### src/rtl/pcs_block_sync_pkg.sv
// Shared constants and types for the 66b receive block-lock logic.
// Header encodings, lock FSM states and default window sizes.
package pcs_pkg;

    localparam logic [1:0] SH_DATA = 2'b01;
    localparam logic [1:0] SH_CTRL = 2'b10;

    localparam int SH_CNT_MAX_DEF     = 64;
    localparam int SH_INVALID_MAX_DEF = 16;
    localparam int SLIP_WAIT_DEF      = 32;
    localparam int CNT_WIDTH_DEF      = 16;

    typedef enum logic [1:0] {
        RESET_CNT,
        TEST,
        SLIP,
        WAIT
    } lock_state_e;

    function automatic logic sh_valid(input logic [1:0] hdr);
        return (hdr == SH_DATA) || (hdr == SH_CTRL);
    endfunction

endpackage

### src/rtl/pcs_block_sync_if.sv
// Gearbox-to-PCS header stream plus block-lock status and counters.
// master drives headers (gearbox side), slave is the lock controller.
interface pcs_block_sync_if #(
    parameter int CNT_WIDTH = 16
);

    logic [1:0]           rx_pcs_header;
    logic                 rx_pcs_valid;
    logic                 rx_slip;
    logic                 rx_block_lock;
    logic                 rx_pcs_valid_locked;
    logic [CNT_WIDTH-1:0] rx_slip_count;
    logic [CNT_WIDTH-1:0] rx_lock_loss_count;

    modport master (
        output rx_pcs_header,
        output rx_pcs_valid,
        input  rx_slip,
        input  rx_block_lock,
        input  rx_pcs_valid_locked,
        input  rx_slip_count,
        input  rx_lock_loss_count
    );

    modport slave (
        input  rx_pcs_header,
        input  rx_pcs_valid,
        output rx_slip,
        output rx_block_lock,
        output rx_pcs_valid_locked,
        output rx_slip_count,
        output rx_lock_loss_count
    );

endinterface

### src/rtl/pcs_block_sync_sat_counter.sv
// Saturating up-counter used for the block-lock status counts.
// Holds at all-ones instead of wrapping.
module pcs_sat_counter #(
    parameter int WIDTH = 16
) (
    input  logic             clk_i,
    input  logic             rst_i,
    input  logic             inc_i,
    output logic [WIDTH-1:0] count_o
);

    localparam logic [WIDTH-1:0] ONE = WIDTH'(1);

    logic [WIDTH-1:0] count_q;
    logic [WIDTH-1:0] count_d;

    always_comb begin
        count_d = count_q;
        if (inc_i && (count_q != '1)) begin
            count_d = count_q + ONE;
        end
    end

    always_ff @(posedge clk_i or posedge rst_i) begin
        if (rst_i) begin
            count_q <= '0;
        end else begin
            count_q <= count_d;
        end
    end

    assign count_o = count_q;

endmodule

### src/rtl/pcs_block_sync.sv
// 66b block-lock controller: tests sync headers, slips the gearbox
// until alignment holds for a full window, then declares lock.
module pcs_block_sync
    import pcs_pkg::*;
#(
    parameter int SH_CNT_MAX     = SH_CNT_MAX_DEF,
    parameter int SH_INVALID_MAX = SH_INVALID_MAX_DEF,
    parameter int SLIP_WAIT      = SLIP_WAIT_DEF,
    parameter int CNT_WIDTH      = CNT_WIDTH_DEF
) (
    input  logic             pcs_clk,
    input  logic             pcs_rst,
    pcs_block_sync_if.slave  bus
);

    localparam int SH_W = $clog2(SH_CNT_MAX + 1);
    localparam int IV_W = $clog2(SH_INVALID_MAX + 1);
    localparam int WT_W = $clog2(SLIP_WAIT + 1);

    localparam logic [SH_W-1:0] SH_ONE = SH_W'(1);
    localparam logic [SH_W-1:0] SH_MAX = SH_W'(SH_CNT_MAX);
    localparam logic [IV_W-1:0] IV_ONE = IV_W'(1);
    localparam logic [IV_W-1:0] IV_MAX = IV_W'(SH_INVALID_MAX);
    localparam logic [WT_W-1:0] WT_ONE = WT_W'(1);
    localparam logic [WT_W-1:0] WT_MAX = WT_W'(SLIP_WAIT);

    lock_state_e     state_q, state_d;
    logic [SH_W-1:0] sh_cnt_q, sh_cnt_d, sh_nxt;
    logic [IV_W-1:0] inv_cnt_q, inv_cnt_d, inv_nxt;
    logic [WT_W-1:0] wait_q, wait_d;
    logic            lock_q, lock_d;
    logic            slip_q, slip_d;
    logic            slip_inc, loss_inc;
    logic            beat, hdr_ok;

    logic [CNT_WIDTH-1:0] slip_cnt, loss_cnt;

    assign beat   = bus.rx_pcs_valid;
    assign hdr_ok = sh_valid(bus.rx_pcs_header);
    assign sh_nxt  = sh_cnt_q + SH_ONE;
    assign inv_nxt = hdr_ok ? inv_cnt_q : inv_cnt_q + IV_ONE;

    always_ff @(posedge pcs_clk or posedge pcs_rst) begin
        if (pcs_rst) begin
            state_q   <= RESET_CNT;
            sh_cnt_q  <= '0;
            inv_cnt_q <= '0;
            wait_q    <= '0;
            lock_q    <= 1'b0;
            slip_q    <= 1'b0;
        end else begin
            state_q   <= state_d;
            sh_cnt_q  <= sh_cnt_d;
            inv_cnt_q <= inv_cnt_d;
            wait_q    <= wait_d;
            lock_q    <= lock_d;
            slip_q    <= slip_d;
        end
    end

    always_comb begin
        state_d   = state_q;
        sh_cnt_d  = sh_cnt_q;
        inv_cnt_d = inv_cnt_q;
        wait_d    = wait_q;
        unique case (state_q)
            RESET_CNT: begin
                sh_cnt_d  = '0;
                inv_cnt_d = '0;
                state_d   = TEST;
            end
            TEST: begin
                if (beat) begin
                    sh_cnt_d  = sh_nxt;
                    inv_cnt_d = inv_nxt;
                    // Loss of lock outranks the end-of-window check.
                    if (!hdr_ok && (!lock_q || inv_nxt == IV_MAX)) begin
                        state_d = SLIP;
                    end else if (sh_nxt == SH_MAX) begin
                        state_d = RESET_CNT;
                    end
                end
            end
            SLIP: begin
                wait_d  = WT_MAX;
                state_d = WAIT;
            end
            WAIT: begin
                if (wait_q <= WT_ONE) begin
                    wait_d  = '0;
                    state_d = RESET_CNT;
                end else begin
                    wait_d = wait_q - WT_ONE;
                end
            end
            default: state_d = RESET_CNT;
        endcase
    end

    always_comb begin
        slip_inc = (state_q == TEST) && (state_d == SLIP);
        loss_inc = slip_inc && lock_q;
        slip_d   = slip_inc;
        lock_d   = lock_q;
        if (loss_inc) begin
            lock_d = 1'b0;
        end else if ((state_q == TEST) && beat &&
                     (sh_nxt == SH_MAX) && (inv_nxt == '0)) begin
            lock_d = 1'b1;
        end
    end

    pcs_sat_counter #(.WIDTH(CNT_WIDTH)) u_slip_cnt (
        .clk_i   (pcs_clk),
        .rst_i   (pcs_rst),
        .inc_i   (slip_inc),
        .count_o (slip_cnt)
    );

    pcs_sat_counter #(.WIDTH(CNT_WIDTH)) u_loss_cnt (
        .clk_i   (pcs_clk),
        .rst_i   (pcs_rst),
        .inc_i   (loss_inc),
        .count_o (loss_cnt)
    );

    assign bus.rx_slip             = slip_q;
    assign bus.rx_block_lock       = lock_q;
    assign bus.rx_pcs_valid_locked = bus.rx_pcs_valid & lock_q;
    assign bus.rx_slip_count       = slip_cnt;
    assign bus.rx_lock_loss_count  = loss_cnt;

endmodule

### src/flat_wrapper.sv
// flat-port wrapper written by rule: the top's interface ports become plain ports
module pcs_block_sync_flat import pcs_pkg::*;
#(
    parameter int SH_CNT_MAX     = SH_CNT_MAX_DEF,
    parameter int SH_INVALID_MAX = SH_INVALID_MAX_DEF,
    parameter int SLIP_WAIT      = SLIP_WAIT_DEF,
    parameter int CNT_WIDTH      = CNT_WIDTH_DEF
)
  (pcs_clk, pcs_rst, bus_rx_pcs_header, bus_rx_pcs_valid, bus_rx_slip, bus_rx_block_lock, bus_rx_pcs_valid_locked, bus_rx_slip_count, bus_rx_lock_loss_count);
  pcs_block_sync_if #(.CNT_WIDTH(CNT_WIDTH)) bus_i ();
  input  logic pcs_clk;
  input  logic pcs_rst;
  input wire logic [$bits(bus_i.rx_pcs_header)-1:0] bus_rx_pcs_header;
  input wire logic [$bits(bus_i.rx_pcs_valid)-1:0] bus_rx_pcs_valid;
  output wire logic [$bits(bus_i.rx_slip)-1:0] bus_rx_slip;
  output wire logic [$bits(bus_i.rx_block_lock)-1:0] bus_rx_block_lock;
  output wire logic [$bits(bus_i.rx_pcs_valid_locked)-1:0] bus_rx_pcs_valid_locked;
  output wire logic [$bits(bus_i.rx_slip_count)-1:0] bus_rx_slip_count;
  output wire logic [$bits(bus_i.rx_lock_loss_count)-1:0] bus_rx_lock_loss_count;
  assign bus_i.rx_pcs_header = bus_rx_pcs_header;
  assign bus_i.rx_pcs_valid = bus_rx_pcs_valid;
  assign bus_rx_slip = bus_i.rx_slip;
  assign bus_rx_block_lock = bus_i.rx_block_lock;
  assign bus_rx_pcs_valid_locked = bus_i.rx_pcs_valid_locked;
  assign bus_rx_slip_count = bus_i.rx_slip_count;
  assign bus_rx_lock_loss_count = bus_i.rx_lock_loss_count;
  pcs_block_sync #(.SH_CNT_MAX(SH_CNT_MAX), .SH_INVALID_MAX(SH_INVALID_MAX), .SLIP_WAIT(SLIP_WAIT), .CNT_WIDTH(CNT_WIDTH)) u_core (.pcs_clk(pcs_clk), .pcs_rst(pcs_rst), .bus(bus_i));
endmodule
### config.mk
export PLATFORM = sky130hd
export DESIGN_NAME = pcs_block_sync_flat
export DESIGN_NICKNAME = d
export VERILOG_FILES = /design/src/rtl/pcs_block_sync_pkg.sv /design/src/rtl/pcs_block_sync_if.sv /design/src/rtl/pcs_block_sync_sat_counter.sv /design/src/rtl/pcs_block_sync.sv /design/src/flat_wrapper.sv
export SDC_FILE = /design/constraint.sdc
export NUM_CORES = 1
export LEC_CHECK = 0
export BUFFER_PORTS_ARGS = -buffer_cell sky130_fd_sc_hd__buf_2
export CORE_MARGIN = 3
export CORE_UTILIZATION = 50
export DETAILED_ROUTE_END_ITERATION = 12
export GPL_TIMING_DRIVEN = 0
export PLACE_DENSITY_LB_ADDON = 0.25
export SYNTH_ARGS = -nofsm -noshare
export SYNTH_HDL_FRONTEND = slang
export SYNTH_HIERARCHICAL = 1
export SYNTH_SLANG_ARGS = --single-unit
### constraint.sdc
create_clock -name pcs_clk -period 6 [get_ports pcs_clk]
set_input_delay 1.2 -clock pcs_clk [delete_from_list [all_inputs] [get_ports pcs_clk]]
set_output_delay 1.2 -clock pcs_clk [all_outputs]
set_load 0.005 [all_outputs]
==> reports/results.ini <==
[status]
outcome=finished, final reports clean

[sta]
skew_ns=0.008353
hold_viol=0
slew_headroom=0.4195
tns_ns=0
setup_viol=0
min_period_over_period=0.5756
fin_crit_ns=3.454
grt_setup_unrepaired=false
drv_slew=0
clock.fmax_ghz=0.2896
worst_slew_pin_slew_ns=0.8698

[setup_path]
reg2reg_from=u_core/inv_cnt_q[0]$_DFFE_PP0P_
crit_path_start_kind=primary input
rrSetupSlack_ns=3.01
worst_ep_arrival_time_ns=3.66
cp_slowest_cell=nor3_1
cp_max_fo=6
reg2reg_to=u_core/u_loss_cnt/count_o[14]$_DFFE_PP0P_
crit_type=primary input to register
cp_top_family=simple AND/OR/NAND/NOR gates
r2r_cells=9
path_buf_inv=1
slowest_delay_ns=0.59
cp.required_ns=6.20
cp-end-kind=register
crit_chain=buf_2 -> xnor2_2 -> nand4_1 -> xor2_2 -> nor3_1 -> and4_1 -> nand3_1 -> nor2_1 -> mux2_2

[grt]
grt_pass1_wl_um=9632
overflow=0
grt_max_degree=23
grt_antenna_before_repair=0
track_usage=0.1800
first_global_vias=2084

[route]
drtAntennaViolNets=0
routed_wl_um=5703
vias=2241
drc=0
drtIter0Drc=82
viasPerCell=5.631
firstDrtPassIters=4
wl_per_cell_um=14.33

[clock_network]
cts-buffers-inserted=5
cts.clk_slew.worst_paths_ns=0.09
post-cts-setup-buffers=0
holdBufCountCts=0
cts_buffer_depth=2
clkLatencyLatePin_ns=0.31
tritoncts=done
cts.sinks=54
cts_resized=0
cts_root_buffer=clkbuf_8
htree_levels=2

[yosys]
syn_nets=290
syn_area_um2=2904
ys_warn_count=6
ys.flop_type=dfrtp_1
seq_area_frac_synth=0.4653
yosys-top-cells-area=dfrtp_1, xnor2_1, nand3_1, nand2_1, nand4_1
synth_seq_cells=54
synth_top_area_cell=dfrtp_1
async_flop_share=1.000
syn_avg_cell_area_um2=10.41
synth_cells=279
synth-edff-count=0
yosysUniqueCellTypes=55
netlist.area_leader.share=0.4653

[min_path]
hold_path_depth=1
holdPathEnd=u_core/u_loss_cnt/count_o[15]$_DFFE_PP0P_
hp-class=register to register
min_from=u_core/u_loss_cnt/count_o[15]$_DFFE_PP0P_

[place]
portBuffers=39
placed_cells=390
dp_hpwl_um=4177
place_area_um2=3189
routabilityCongestion=0.8546

[floorplan]
die_area_um2=6758
core-area_um2=5574
io_pins=40
initial_utilization=0.5210
rows=27
die_w_um=82.21
die_h_um=82.21

[pwr]
vdd_drop_max_uv=128.3
p_per_area_nw_per_um2=209.9
power.leakage_nw=1.622

[final_layout]
drive_gt1_frac=0.2239
final_area_um2=3276
layout_common_cells=dfrtp_1, buf_2, nand2_1
layout_commonest_cell=dfrtp_1
syn_to_final_growth_pct=12.80
layout.nets=336
antenna_cells=0
instances_no_fill=398

[flow_run]
maxCapViolations=0

worst max-delay path by stage:
stage | startpoint | end | depth (start not counted) | slack [ns]
after floorplan | bus_rx_pcs_header[1] | u_core/u_loss_cnt/count_o[14]$_DFFE_PP0P_ | 8 | 2.83
after global placement | bus_rx_pcs_header[1] | u_core/u_loss_cnt/count_o[14]$_DFFE_PP0P_ | 9 | 2.30
after detailed placement | bus_rx_pcs_header[1] | u_core/u_loss_cnt/count_o[14]$_DFFE_PP0P_ | 9 | 2.22
after CTS | bus_rx_pcs_header[1] | u_core/u_loss_cnt/count_o[14]$_DFFE_PP0P_ | 9 | 2.57
after global routing | bus_rx_pcs_valid | u_core/u_loss_cnt/count_o[14]$_DFFE_PP0P_ | 9 | 2.29
final | bus_rx_pcs_header[1] | u_core/u_loss_cnt/count_o[14]$_DFFE_PP0P_ | 9 | 2.55
through the flow:
step | hold WS (ns) | power (W) | util | worst slack (ns)
global route | 0.5523 | 0.0007301 | 0.5877 | 2.294
global placement | 0.4969 | 0.0004894 | 0.5722 | 2.296
CTS | 0.5071 | 0.0006975 | 0.5877 | 2.568
floorplan | 0.4861 | 0.0004706 | - | 2.829
finish | 0.5042 | 0.0006876 | 0.5877 | 2.546
detailed placement | 0.4948 | 0.0004930 | 0.5722 | 2.219
power by group:
group	internal [W]	total [W]	leakage (nW)	switching, W
combinational	0.0000329	0.0000833	0.842	0.0000505
clock	0.0000827	0.000202	0.0452	0.000120
sequential	0.000380	0.000402	0.735	0.0000213
total	0.000496	0.000688	1.62	0.000192
cell type report:
cell class | count | area (µm²)
tap | 72 | 90.09
clock inverter | 2 | 13.76
buffer | 4 | 25.02
inverter | 10 | 37.54
sequential | 54 | 1351
timing repair buffer | 39 | 195.2
multi-input combinational | 211 | 1490
clock buffer | 6 | 72.57
fill | 499 | 2298
registers in the layout, indices dropped and copies added, names as in the netlist:
| register | flops |
|---|---|
| u_core/u_loss_cnt/count_o | 16 |
| u_core/u_slip_cnt/count_o | 16 |
| u_core/state_q | 2 |
| u_core/bus.rx_block_lock | 1 |
| u_core/sh_cnt_q | 7 |
| u_core/inv_cnt_q | 5 |
| u_core/wait_q | 6 |
| u_core/bus.rx_slip | 1 |
synth_stat cells (all sizes together) (6+ instances only):
library cell,n
and4,8
nand4,17
o21ai,16
nor4,6
xnor2,24
nand2,27
nor2,15
ha,6
a21oi,9
dfrtp,54
nand3,20
and3,11
inv,10
per-layer routing:
| layer | global-route usage | share of wire | vias to the layer above |
|---|---|---|---|
| met5 | 0 | 0 | - |
| met2 | 0.2925 | 0.47 | 42 |
| li1 | - | - | 1110 |
| met1 | 0.2412 | 0.48 | 1083 |
| met3 | 0.03579 | 0.040 | 6 |
| met4 | 0.05648 | 0.013 | 0 |
logic make-up (layout without fill, tap and decap cells):
kind of cell               after synthesis  after routing  share of synthesized area
AOI/OAI and AO/OA                       46             46                     0.1012
muxes                                    7              7                    0.02585
buffers and inverters                   14             61                    0.02154
adders and majority gates                6              6                    0.02585
DFF                                     54             54                     0.4653
and+or+nand+nor                        124            124                     0.2706
xor gates and xnor gates                28             28                    0.08962
No activity file was read; power rests on OpenSTA's default activity.
